File: src/rtl/mem_access_ctrl.sv
// Data-SRAM access sequencer for the MEM stage: split-transaction req/addr_ok/data_ok
// handshake, byte-lane strobes and write-data replication, load extraction and alignment checks.
module mem_access_ctrl #(
    parameter int ADDR_W = 32,
    parameter int DATA_W = 32
) (
    input  logic              clk,
    input  logic              resetn,
    input  logic              in_valid,
    output logic              in_ready,
    input  logic              in_store,
    input  logic [1:0]        in_size,
    input  logic              in_unsigned,
    input  logic [ADDR_W-1:0] in_addr,
    input  logic [DATA_W-1:0] in_wdata,
    input  logic              flush,
    output logic              out_valid,
    input  logic              out_ready,
    output logic [DATA_W-1:0] out_rdata,
    output logic              out_ale,
    output logic              data_sram_req,
    output logic              data_sram_wr,
    output logic [1:0]        data_sram_size,
    output logic [3:0]        data_sram_wstrb,
    output logic [ADDR_W-1:0] data_sram_addr,
    output logic [DATA_W-1:0] data_sram_wdata,
    input  logic              data_sram_addr_ok,
    input  logic              data_sram_data_ok,
    input  logic [DATA_W-1:0] data_sram_rdata
);

    typedef enum logic [1:0] {IDLE, REQ, WAIT, DONE} state_t;

    state_t            state, state_nxt;
    logic              op_store;
    logic [1:0]        op_size;
    logic              op_unsigned;
    logic [ADDR_W-1:0] op_addr;
    logic [3:0]        op_wstrb;
    logic [DATA_W-1:0] op_wdata;
    logic [DATA_W-1:0] rdata_q;
    logic              ale_q;
    logic              discard;

    logic              accept;
    logic              misaligned;
    logic [1:0]        size_norm;
    logic [3:0]        wstrb_in;
    logic [DATA_W-1:0] wdata_in;
    logic [DATA_W-1:0] rdata_shifted;
    logic [DATA_W-1:0] load_ext;

    always_comb begin
        in_ready = ~flush & ((state == IDLE) | ((state == DONE) & out_ready));
        accept   = in_valid & in_ready;
    end

    // Size 3 is folded into word so strobes, alignment and SRAM size agree.
    always_comb begin
        size_norm  = (in_size == 2'd3) ? 2'd2 : in_size;
        misaligned = 1'b0;
        wstrb_in   = 4'b1111;
        wdata_in   = in_wdata;
        unique case (size_norm)
            2'd0: begin
                wstrb_in = 4'b0001 << in_addr[1:0];
                wdata_in = {4{in_wdata[7:0]}};
            end
            2'd1: begin
                misaligned = in_addr[0];
                wstrb_in   = 4'b0011 << in_addr[1:0];
                wdata_in   = {2{in_wdata[15:0]}};
            end
            default: misaligned = (in_addr[1:0] != 2'b00);
        endcase
        if (!in_store) wstrb_in = 4'b0000;
    end

    always_comb begin
        rdata_shifted = data_sram_rdata >> {op_addr[1:0], 3'b000};
        unique case (op_size)
            2'd0:    load_ext = {{(DATA_W-8){~op_unsigned & rdata_shifted[7]}}, rdata_shifted[7:0]};
            2'd1:    load_ext = {{(DATA_W-16){~op_unsigned & rdata_shifted[15]}}, rdata_shifted[15:0]};
            default: load_ext = rdata_shifted;
        endcase
    end

    always_ff @(posedge clk or negedge resetn) begin
        if (!resetn) state <= IDLE;
        else         state <= state_nxt;
    end

    always_comb begin
        state_nxt = state;
        unique case (state)
            IDLE: if (accept) state_nxt = misaligned ? DONE : REQ;
            REQ: begin
                if (data_sram_addr_ok) state_nxt = WAIT;
                else if (flush)        state_nxt = IDLE;
            end
            WAIT: if (data_sram_data_ok) state_nxt = (discard | flush) ? IDLE : DONE;
            DONE: begin
                if (flush)          state_nxt = IDLE;
                else if (accept)    state_nxt = misaligned ? DONE : REQ;
                else if (out_ready) state_nxt = IDLE;
            end
        endcase
    end

    always_comb begin
        data_sram_req   = (state == REQ);
        data_sram_wr    = op_store;
        data_sram_size  = op_size;
        data_sram_wstrb = op_wstrb;
        data_sram_addr  = op_addr;
        data_sram_wdata = op_wdata;
        out_valid       = (state == DONE);
        out_rdata       = rdata_q;
        out_ale         = ale_q;
    end

    // discard marks an issued transaction whose data_ok must be swallowed after a flush.
    always_ff @(posedge clk or negedge resetn) begin
        if (!resetn) begin
            op_store    <= 1'b0;
            op_size     <= '0;
            op_unsigned <= 1'b0;
            op_addr     <= '0;
            op_wstrb    <= '0;
            op_wdata    <= '0;
            rdata_q     <= '0;
            ale_q       <= 1'b0;
            discard     <= 1'b0;
        end else begin
            if (accept) begin
                op_store    <= in_store;
                op_size     <= size_norm;
                op_unsigned <= in_unsigned;
                op_addr     <= in_addr;
                op_wstrb    <= wstrb_in;
                op_wdata    <= wdata_in;
                rdata_q     <= '0;
                ale_q       <= misaligned;
            end
            if ((state == REQ) && flush && data_sram_addr_ok) discard <= 1'b1;
            if ((state == WAIT) && flush)                     discard <= 1'b1;
            if ((state == WAIT) && data_sram_data_ok && !discard && !flush)
                rdata_q <= op_store ? '0 : load_ext;
            if (state_nxt == IDLE) discard <= 1'b0;
        end
    end

endmodule

File: config.mk
export PLATFORM = sky130hd
export DESIGN_NAME = mem_access_ctrl
export DESIGN_NICKNAME = d
export VERILOG_FILES = /design/src/rtl/mem_access_ctrl.sv
export SDC_FILE = /design/constraint.sdc
export NUM_CORES = 1
export LEC_CHECK = 0
export ABC_AREA = 1
export ABC_CLOCK_PERIOD_IN_PS = 1750
export BUFFER_PORTS_ARGS = -buffer_cell sky130_fd_sc_hd__buf_2
export CAP_MARGIN = 10
export CORE_ASPECT_RATIO = 0.75
export CORE_MARGIN = 8
export CORE_UTILIZATION = 48
export CTS_CLUSTER_DIAMETER = 150
export DETAILED_ROUTE_END_ITERATION = 10
export PLACE_DENSITY_LB_ADDON = 0.08
export SYNTH_ARGS = -nofsm -noshare
export SYNTH_HDL_FRONTEND = slang
export SYNTH_SLANG_ARGS = --single-unit
File: constraint.sdc
create_clock -name clk -period 1.75 [get_ports clk]
set_input_delay 0 -clock clk [delete_from_list [all_inputs] [get_ports clk]]
set_output_delay 0 -clock clk [all_outputs]
set_load 0.01 [all_outputs]
==> impl_metrics.ini, run 1 <==
[worst_setup_path]
path_delay_family = flip-flops
cp.buffers_inverters = 3
critPathMaxFanout = 30
endpoint_kind = flop
rr_worst_depth = 8
r2r_start = state[1]
path_class = flop to flop
start_kind = flop
cp_common_cell = nand2_1
crit_required_ns = 2.01
ff2ff_setup_slack_ns = 0.08
path_cells = inv_1, nand2_1, nand2_1, nand3_2, inv_4, buf_12, o21ai_0, o21ai_1
cp_slowest_stage_delay_ns = 0.45
crit_path_top_delay_cell = dfrtp_2
critPathArrivalTime_ns = 1.93
r2r_end = data_sram_wdata[16]

[pwr]
p_per_area_nw_per_um2 = 1630
irDropWorstVdd_mv = 0.821
seqPwrFrac = 0.371
p_comb_frac = 0.465
p_sw_uw = 5140
p_sw_frac = 0.430
power_uw = 12000
leakagePower_uw = 0.00412
clock_power_share = 0.164
intPower_uw = 6820

[clocking]
numCtsBuffers = 9
insertion_delay_ns = 0.35
htreeDepth = 3
clock-sinks = 108
cts_tree = done
cts_root_buf = clkbuf_16
path_clk_slew_ns = 0.07
clk_path_buf_depth = 2

[yosys]
synth_largest_area_cell = dfrtp_1
synth_commonest_cells = nand2_1 (320), dfrtp_1 (108), o21ai_0 (57)
yosys_register_bits = 108
synth_edf_count = 0
synthCells = 671
syn_nets = 778
async_reset_ff_frac = 1.00
synthTopCellsByArea = dfrtp_1 (52%), nand2_1 (23%), o21ai_0 (5.5%), a21oi_1 (4.2%), nor2_1 (2.0%)
syn_area_per_cell_um2 = 7.73
yosysSeqAreaShare = 0.521
synth_ff_type = dfrtp_1
synth_top_area_share = 0.521
ys_types = 31
synth_warnings = 0
synth.most_common_cell = nand2_1
synth_area_um2 = 5180

[min_path]
holdCritStartpoint = in_addr[0]
hold_class = input pin to flop
holdPathEnd = data_sram_wstrb[2]
holdPathStages = 3

[timing]
setup_viol_count_final = 0
slew_violations = 0
timing.final.crit_share = 0.954
fmax_mhz = 599
timing_hold_violations_final = 0
worst_pin_slew_ns = 0.607
fin_crit_ns = 1.67
slew_headroom = 0.594
hold_ws_ns = 0.00938
setup_tns_ns = 0
rsz0062_at_grt = yes
fin_worst_skew_ns = 0.00631

[floorplan]
num_rows = 33
die_y_um = 106
pin_count = 214
die_w_um = 136
initial_utilization = 0.483
core_um2 = 10700
die_area_um2 = 14400

[global_routing]
grtUsageTotal = 0.247
grt_overflow = 0
grt_max_degree = 61
first_global_vias = 5672
grt_pass1_wl_mm = 28.8
antenna_found_initial = 0

[route]
wl_met3_mm = 1.95
wl_met1_mm = 7.68
avgRoutedWirePerCell_um = 16.6
firstDrtPassIters = 5
met2_length_mm = 8.10
maxUsedRoutingLayer = met4
drc = 0
viasPerCell = 5.11
initialDrtViolationCount = 431
dr_total_vias = 5536
ant_nets = 0
drt_wl_total_mm = 18.0

[place]
gp_congestion = 0.906
io_buffers = 213
dp.cells = 1002
hpwlAfterDp_mm = 12.5

[final_layout]
fin_cells = 1084
syn_to_final_growth_pct = 41.7
utilization = 0.684
fillerInstances = 872
drive_above_1_share = 0.279
fin_nets = 1045

[flow_run]
drv_cap = 0

[outcome]
outcome = completed
-- worst max-delay path by stage --
stage / slack [ns] / cells after the start / endpoint / startpoint
2_1_floorplan: 0.27 / 9 / out_rdata[24] / data_sram_addr[0]
3_3_place_gp: 0.20 / 6 / data_sram_addr[1] / state[1]
3_5_place_dp: 0.06 / 7 / data_sram_wdata[21] / state[1]
4_1_cts: 0.05 / 7 / data_sram_wdata[21] / state[1]
5_1_grt: -0.01 / 10 / discard / state[1]
6_report: 0.08 / 8 / data_sram_wdata[16] / state[1]
-- what timing repair did --
action | CTS | global route
resized for setup | 0 | 11
hold endpoints to repair | 93 | 0
hold buffers | 64 | 0
buffers inserted | 0 | 0
endpoints found under the setup margin | 0 | 89
-- state kept, by name, indices dropped and copies added, names as in the netlist --
name and flops:
data_sram_size 2, state 2, op_unsigned 1, data_sram_wdata 32, data_sram_wstrb 4, out_ale 1, out_rdata 32, data_sram_addr 32
discard 1, data_sram_wr 1
-- layer usage --
layer / track usage / up-vias
met2: 0.369 / 262
li1: - / 2680
met3: 0.0877 / 32
met5: 0 / -
met4: 0.0797 / 0
met1: 0.328 / 2562
-- tightest hold or removal path: stages --
cell     delay (ns)
buf_2          0.10
a31oi_1        0.07
o21ai_0        0.15
-- cell usage in the layout, fill, tap and decap left out, types with 10 or more instances in the layout --
master / n
buf_4: 12
clkbuf_16: 10
nor2_1: 27
a21oi_1: 43
nand2_1: 320
buf_2: 212
nand3_1: 20
dfrtp_1: 107
inv_1: 14
o21ai_0: 53
dlygate4sd3_1: 64
-- power groups by stage --
| stage | combinational [µW] | sequential (µW) | clock [µW] |
|---|---|---|---|
| after floorplan | 2670 | 4890 | 0 |
| after global placement | 5250 | 4420 | 0 |
| after detailed placement | 5370 | 4420 | 0 |
| after CTS | 5480 | 4420 | 2030 |
| after global routing | 6180 | 4570 | 2110 |
| final | 5560 | 4440 | 1960 |
-- area by class of cell --
| cell class | count | area, µm² | area share |
|---|---|---|---|
| flip-flops and latches | 108 | 2700 | 0.368 |
| multi-input cells | 504 | 2200 | 0.299 |
| repair buffers | 293 | 1890 | 0.258 |
| clock buffers | 9 | 225 | 0.0307 |
| well taps | 140 | 175 | 0.0238 |
| inverters | 22 | 90.1 | 0.0123 |
| clock inverters | 7 | 60.1 | 0.00818 |
| diodes | 1 | 2.50 | 0.000341 |
-- through the flow --
| step | worst slack, ns | instance area (µm²) |
|---|---|---|
| 6_report | 0.0812 | 7350 |
| 5_1_grt | -0.0134 | 7340 |
| 4_1_cts | 0.0486 | 7300 |
| 2_1_floorplan | 0.274 | 5180 |
| 3_3_place_gp | 0.201 | 6380 |
| 3_5_place_dp | 0.0580 | 6380 |
-- cell families (layout without fill, tap and decap cells) --
group | after synthesis | in the layout | share of synthesized area
simple gates | 382 | 382 | 0.295
compound gates | 122 | 122 | 0.128
flops | 108 | 108 | 0.521
buf+inv | 59 | 331 | 0.0548
other cells | 0 | 1 | 0
Power figures use the tool's default switching activity.
==> inputs of run 2 (changes only) <==
CORE_MARGIN = 2   (was 8)
PLACE_DENSITY = 0.82   (was unset)
PLACE_DENSITY_LB_ADDON = unset   (was 0.08)
SETUP_SLACK_MARGIN = 0.02   (was unset)
==> impl_metrics.ini, run 2 (synthesized netlist as in run 1, its figures left out) <==
[worst_setup_path]
rr_worst_depth = 8
critPathArrivalTime_ns = 1.83
ff2ff_setup_slack_ns = 0.14
crit_required_ns = 1.97
critPathMaxFanout = 41
start_kind = flop
path_class = flop to flop
r2r_start = state[1]
endpoint_kind = flop
r2r_end = data_sram_wstrb[3]

[global_routing]
grt_max_degree = 109
first_global_vias = 5466
antenna_found_initial = 0
grtUsageTotal = 0.301
grt_pass1_wl_mm = 27.0
grt_overflow = 0

[route]
firstDrtPassIters = 5
drc = 0
initialDrtViolationCount = 630
ant_nets = 0
dr_total_vias = 5758
avgRoutedWirePerCell_um = 16.2
viasPerCell = 5.31
drt_wl_total_mm = 17.6

[timing]
slew_violations = 0
timing.final.crit_share = 0.919
timing_hold_violations_final = 0
fmax_mhz = 622
fin_crit_ns = 1.61
worst_pin_slew_ns = 0.582
worst_slack_ns = 0.141
setup_viol_count_final = 0
rsz0062_at_grt = no
setup_tns_ns = 0
slew_headroom = 0.610
fin_worst_skew_ns = 0.0103

[floorplan]
die_area_um2 = 11700
core_um2 = 10400
pin_count = 214
initial_utilization = 0.498
num_rows = 32
die_w_um = 124
die_y_um = 94.0

[final_layout]
final_common_cell = nand2_1
layout_common_cells = nand2_1 (320), buf_2 (212), dfrtp_1 (106)
antenna_cells = 0
fin_nets = 1051
drive_above_1_share = 0.282
syn_to_final_growth_pct = 43.6

[clocking]
path_clk_slew_ns = 0.08
cts_tree = done
insertion_delay_ns = 0.35
clk_path_buf_depth = 2
clock-sinks = 108
numCtsBuffers = 9
cts_root_buf = clkbuf_16
htreeDepth = 3

[pwr]
seqPwrFrac = 0.368
clock_power_share = 0.169
p_comb_frac = 0.463
intPower_uw = 6950
irDropWorstVdd_mv = 0.866
p_sw_frac = 0.427
p_per_area_nw_per_um2 = 1630
p_sw_uw = 5180
leakagePower_uw = 0.00417

[flow_run]
drv_cap = 0

[min_path]
holdPathStages = 3
holdPathEnd = data_sram_wstrb[2]
hold_class = input pin to flop
holdCritStartpoint = in_addr[0]

[place]
place_worst_setup_slack_ns = 0.0351
gp_congestion = 1.01
io_buffers = 213
hpwlAfterDp_mm = 10.8

[outcome]
outcome = completed
[run 2: area by class of cell]
class	instances	area [µm²]
Sequential cell	108	2710
Timing Repair Buffer	299	1960
Multi-Input combinational cell	504	2200
Clock inverter	6	62.6
Clock buffer	10	239
Tap cell	136	170
Inverter	22	97.6
Fill cell	804	2970
[run 2: stage by stage]
| step | instance area [µm²] | hold slack (ns) | power, µW | std cells | util |
|---|---|---|---|---|---|
| after floorplan | 5180 | -0.296 | 7560 | 671 | - |
| after global placement | 6400 | 0.116 | 9600 | 1000 | 0.615 |
| after detailed placement | 6400 | 0.125 | 9700 | 1000 | 0.615 |
| after CTS | 7360 | 0.00420 | 11900 | 1082 | 0.707 |
| after global routing | 7440 | 0.0244 | 13000 | 1085 | 0.715 |
| final | 7440 | 0.00930 | 12100 | 1085 | 0.715 |
[run 2: worst max-delay path: stages, from the launching register on]
cell,delay (ns)
dfrtp_2,0.45
inv_1,0.12
nand2_1,0.08
nand2_1,0.11
nand3_4,0.13
buf_4,0.20
clkbuf_16,0.22
nand2_1,0.09
o21ai_0,0.09
[run 2: timing repair]
item                                   in CTS  in global routing
setup buffers                               0                  1
resized for setup                           0                  8
setup endpoints to repair                   0                 72
hold buffers                               66                  0
endpoints found under the hold margin     172                  0
[run 2: how the worst max path moves through the flow]
stage	startpoint	endpoint	slack, ns	depth (start not counted)
final	state[1]	data_sram_wstrb[3]	0.14	8
after global routing	state[1]	data_sram_wdata[20]	0.03	7
after CTS	state[1]	data_sram_wstrb[2]	0.03	7
after detailed placement	state[1]	data_sram_wstrb[0]	0.04	7
after global placement	state[1]	data_sram_wstrb[1]	0.10	7
after floorplan	data_sram_addr[0]	out_rdata[24]	0.27	9
[run 2: power groups by stage]
stage,sequential (µW),clock [µW],combinational (µW)
2_1_floorplan,4890,0,2670
3_3_place_gp,4430,0,5170
3_5_place_dp,4400,0,5310
4_1_cts,4410,2080,5400
5_1_grt,4580,2210,6230
6_report,4460,2060,5620
[run 2: metal layers]
layer | global-route usage | vias to the layer above | part of all wire | wire length [µm]
met5 | 0 | - | 0 | 0
met4 | 0.115 | 0 | 0.032 | 565
met3 | 0.0698 | 58 | 0.092 | 1610
met2 | 0.472 | 383 | 0.46 | 8120
met1 | 0.407 | 2625 | 0.41 | 7270
li1 | - | 2692 | - | -
==> inputs of run 3 (changes only) <==
==> constraint.sdc (replaced) <==
create_clock -name clk -period 1.75 [get_ports clk]
set_input_delay 0.175 -clock clk [delete_from_list [all_inputs] [get_ports clk]]
set_output_delay 0.175 -clock clk [all_outputs]
set_load 0.01 [all_outputs]
==> impl_metrics.ini, run 3 (synthesized netlist as in run 1, its figures left out) <==
[global_routing]
grt_max_degree = 109
grt_pass1_wl_mm = 23.3
first_global_vias = 4800
antenna_found_initial = 0
grtUsageTotal = 0.255
grt_overflow = 0

[timing]
worst_pin_slew_ns = 0.556
setup_tns_ns = 0
setup_viol_count_final = 0
timing.final.crit_share = 0.917
slew_violations = 0
fin_worst_skew_ns = 0.00826
timing_hold_violations_final = 0
hold_ws_ns = 0.0187
fin_crit_ns = 1.60
rsz0062_at_grt = no
slew_headroom = 0.629
fmax_mhz = 623

[worst_setup_path]
cp_slowest_stage_delay_ns = 0.39
crit_path_end = discard
path_delay_family = simple AND/OR/NAND/NOR gates
cp.buffers_inverters = 2
critPathMaxFanout = 83
rr_worst_depth = 10
critPathArrivalTime_ns = 1.84
path_depth = 10
endpoint_kind = flop
cp_common_cell = nand2_1
ff2ff_setup_slack_ns = 0.15
start_kind = flop
r2r_end = discard
path_cells = inv_1, nand2_1, nand2_1, nand3_2, buf_12, nand2_1, nand3_1, nand2_1, nor2_1, nor2_1
path_class = flop to flop
crit_required_ns = 1.98
r2r_start = state[1]
crit_path_top_delay_cell = dfrtp_1
crit_start = state[1]

[floorplan]
initial_utilization = 0.498
die_area_um2 = 11700
num_rows = 32
pin_count = 214
die_w_um = 124
die_y_um = 94.0
core_um2 = 10400

[place]
gp_congestion = 0.990
dp.cells = 1002
hpwlAfterDp_mm = 10.7
io_buffers = 213

[pwr]
leakagePower_uw = 0.00387
irDropWorstVdd_mv = 0.877
p_per_area_nw_per_um2 = 1730

[final_layout]
fillerInstances = 922
fin_nets = 985
final_common_cell = nand2_1
drive_above_1_share = 0.300
antenna_cells = 0
layout_common_cells = nand2_1 (320), buf_2 (212), dfrtp_1 (107)
fin_cells = 1019
syn_to_final_growth_pct = 29.5

[route]
initialDrtViolationCount = 380
firstDrtPassIters = 5
viasPerCell = 5.09
avgRoutedWirePerCell_um = 14.1
drc = 0
drt_wl_total_mm = 14.4
ant_nets = 0
dr_total_vias = 5182

[outcome]
outcome = completed

[clocking]
numCtsBuffers = 9
insertion_delay_ns = 0.34
path_clk_slew_ns = 0.08
htreeDepth = 3
cts_root_buf = clkbuf_16
postCtsSetupBuffers = 0
clk_path_buf_depth = 2
cts_tree = done
clock-sinks = 108

[min_path]
hold_class = input pin to flop

[flow_run]
drv_cap = 0
-- run 3: cell types whose count changed in the layout (fill, tap and decap cells not counted), sizes merged --
cell         change
clkbuf           -2
dlygate4sd3     -65
buf              +1
-- run 3: area by class of cell --
| class | instances | area [µm²] | area share |
|---|---|---|---|
| clock buffer | 10 | 229 | 0.0341 |
| clock inverter | 6 | 55.1 | 0.00820 |
| inverter | 22 | 87.6 | 0.0130 |
| multi-input combinational | 504 | 2200 | 0.327 |
| sequential | 108 | 2700 | 0.403 |
| tap | 136 | 170 | 0.0253 |
| timing repair buffer | 233 | 1270 | 0.189 |
-- run 3: power breakdown --
part / switching (µW) / internal, µW
Combinational: 3160 / 2100
Sequential: 742 / 3670
Clock: 962 / 996
Total: 4870 / 6760
-- run 3: worst reg2reg max path, stage by stage (launching register included) --
cell     delay [ns]
dfrtp_1        0.39
inv_1          0.10
nand2_1        0.09
nand2_1        0.07
nand3_2        0.12
buf_12         0.31
nand2_1        0.10
nand3_1        0.09
nand2_1        0.07
nor2_1         0.11
nor2_1         0.05
-- run 3: timing repair --
action	CTS	global route
setup endpoints to repair	0	22
gates resized for setup	0	3
hold buffers	1	0
hold endpoints to repair	108	0
-- run 3: worst min-delay path by stage --
stage                      from                 end  cells after the start
finish              in_addr[21]  data_sram_addr[21]                      3
detailed placement       resetn  data_sram_addr[27]                      2
CTS                 in_addr[19]  data_sram_addr[19]                      3
floorplan                resetn   data_sram_addr[0]                      0
global placement         resetn  data_sram_addr[27]                      2
global route        in_addr[19]  data_sram_addr[19]                      3
-- run 3: stage by stage --
stage                      util  area (µm²)  power, µW  worst slack [ns]
final                     0.645        6710      11600             0.145
after global routing      0.645        6710      12600            0.0249
after CTS                 0.645        6710      11700            0.0673
after detailed placement  0.616        6420       9710            0.0791
after global placement    0.616        6420       9610             0.159
after floorplan               -        5180       7560             0.274
-- run 3: routing by layer --
layer | part of all wire | track usage
met1 | 0.46 | 0.380
met2 | 0.44 | 0.375
met3 | 0.081 | 0.0589
met4 | 0.015 | 0.0627
met5 | 0 | 0
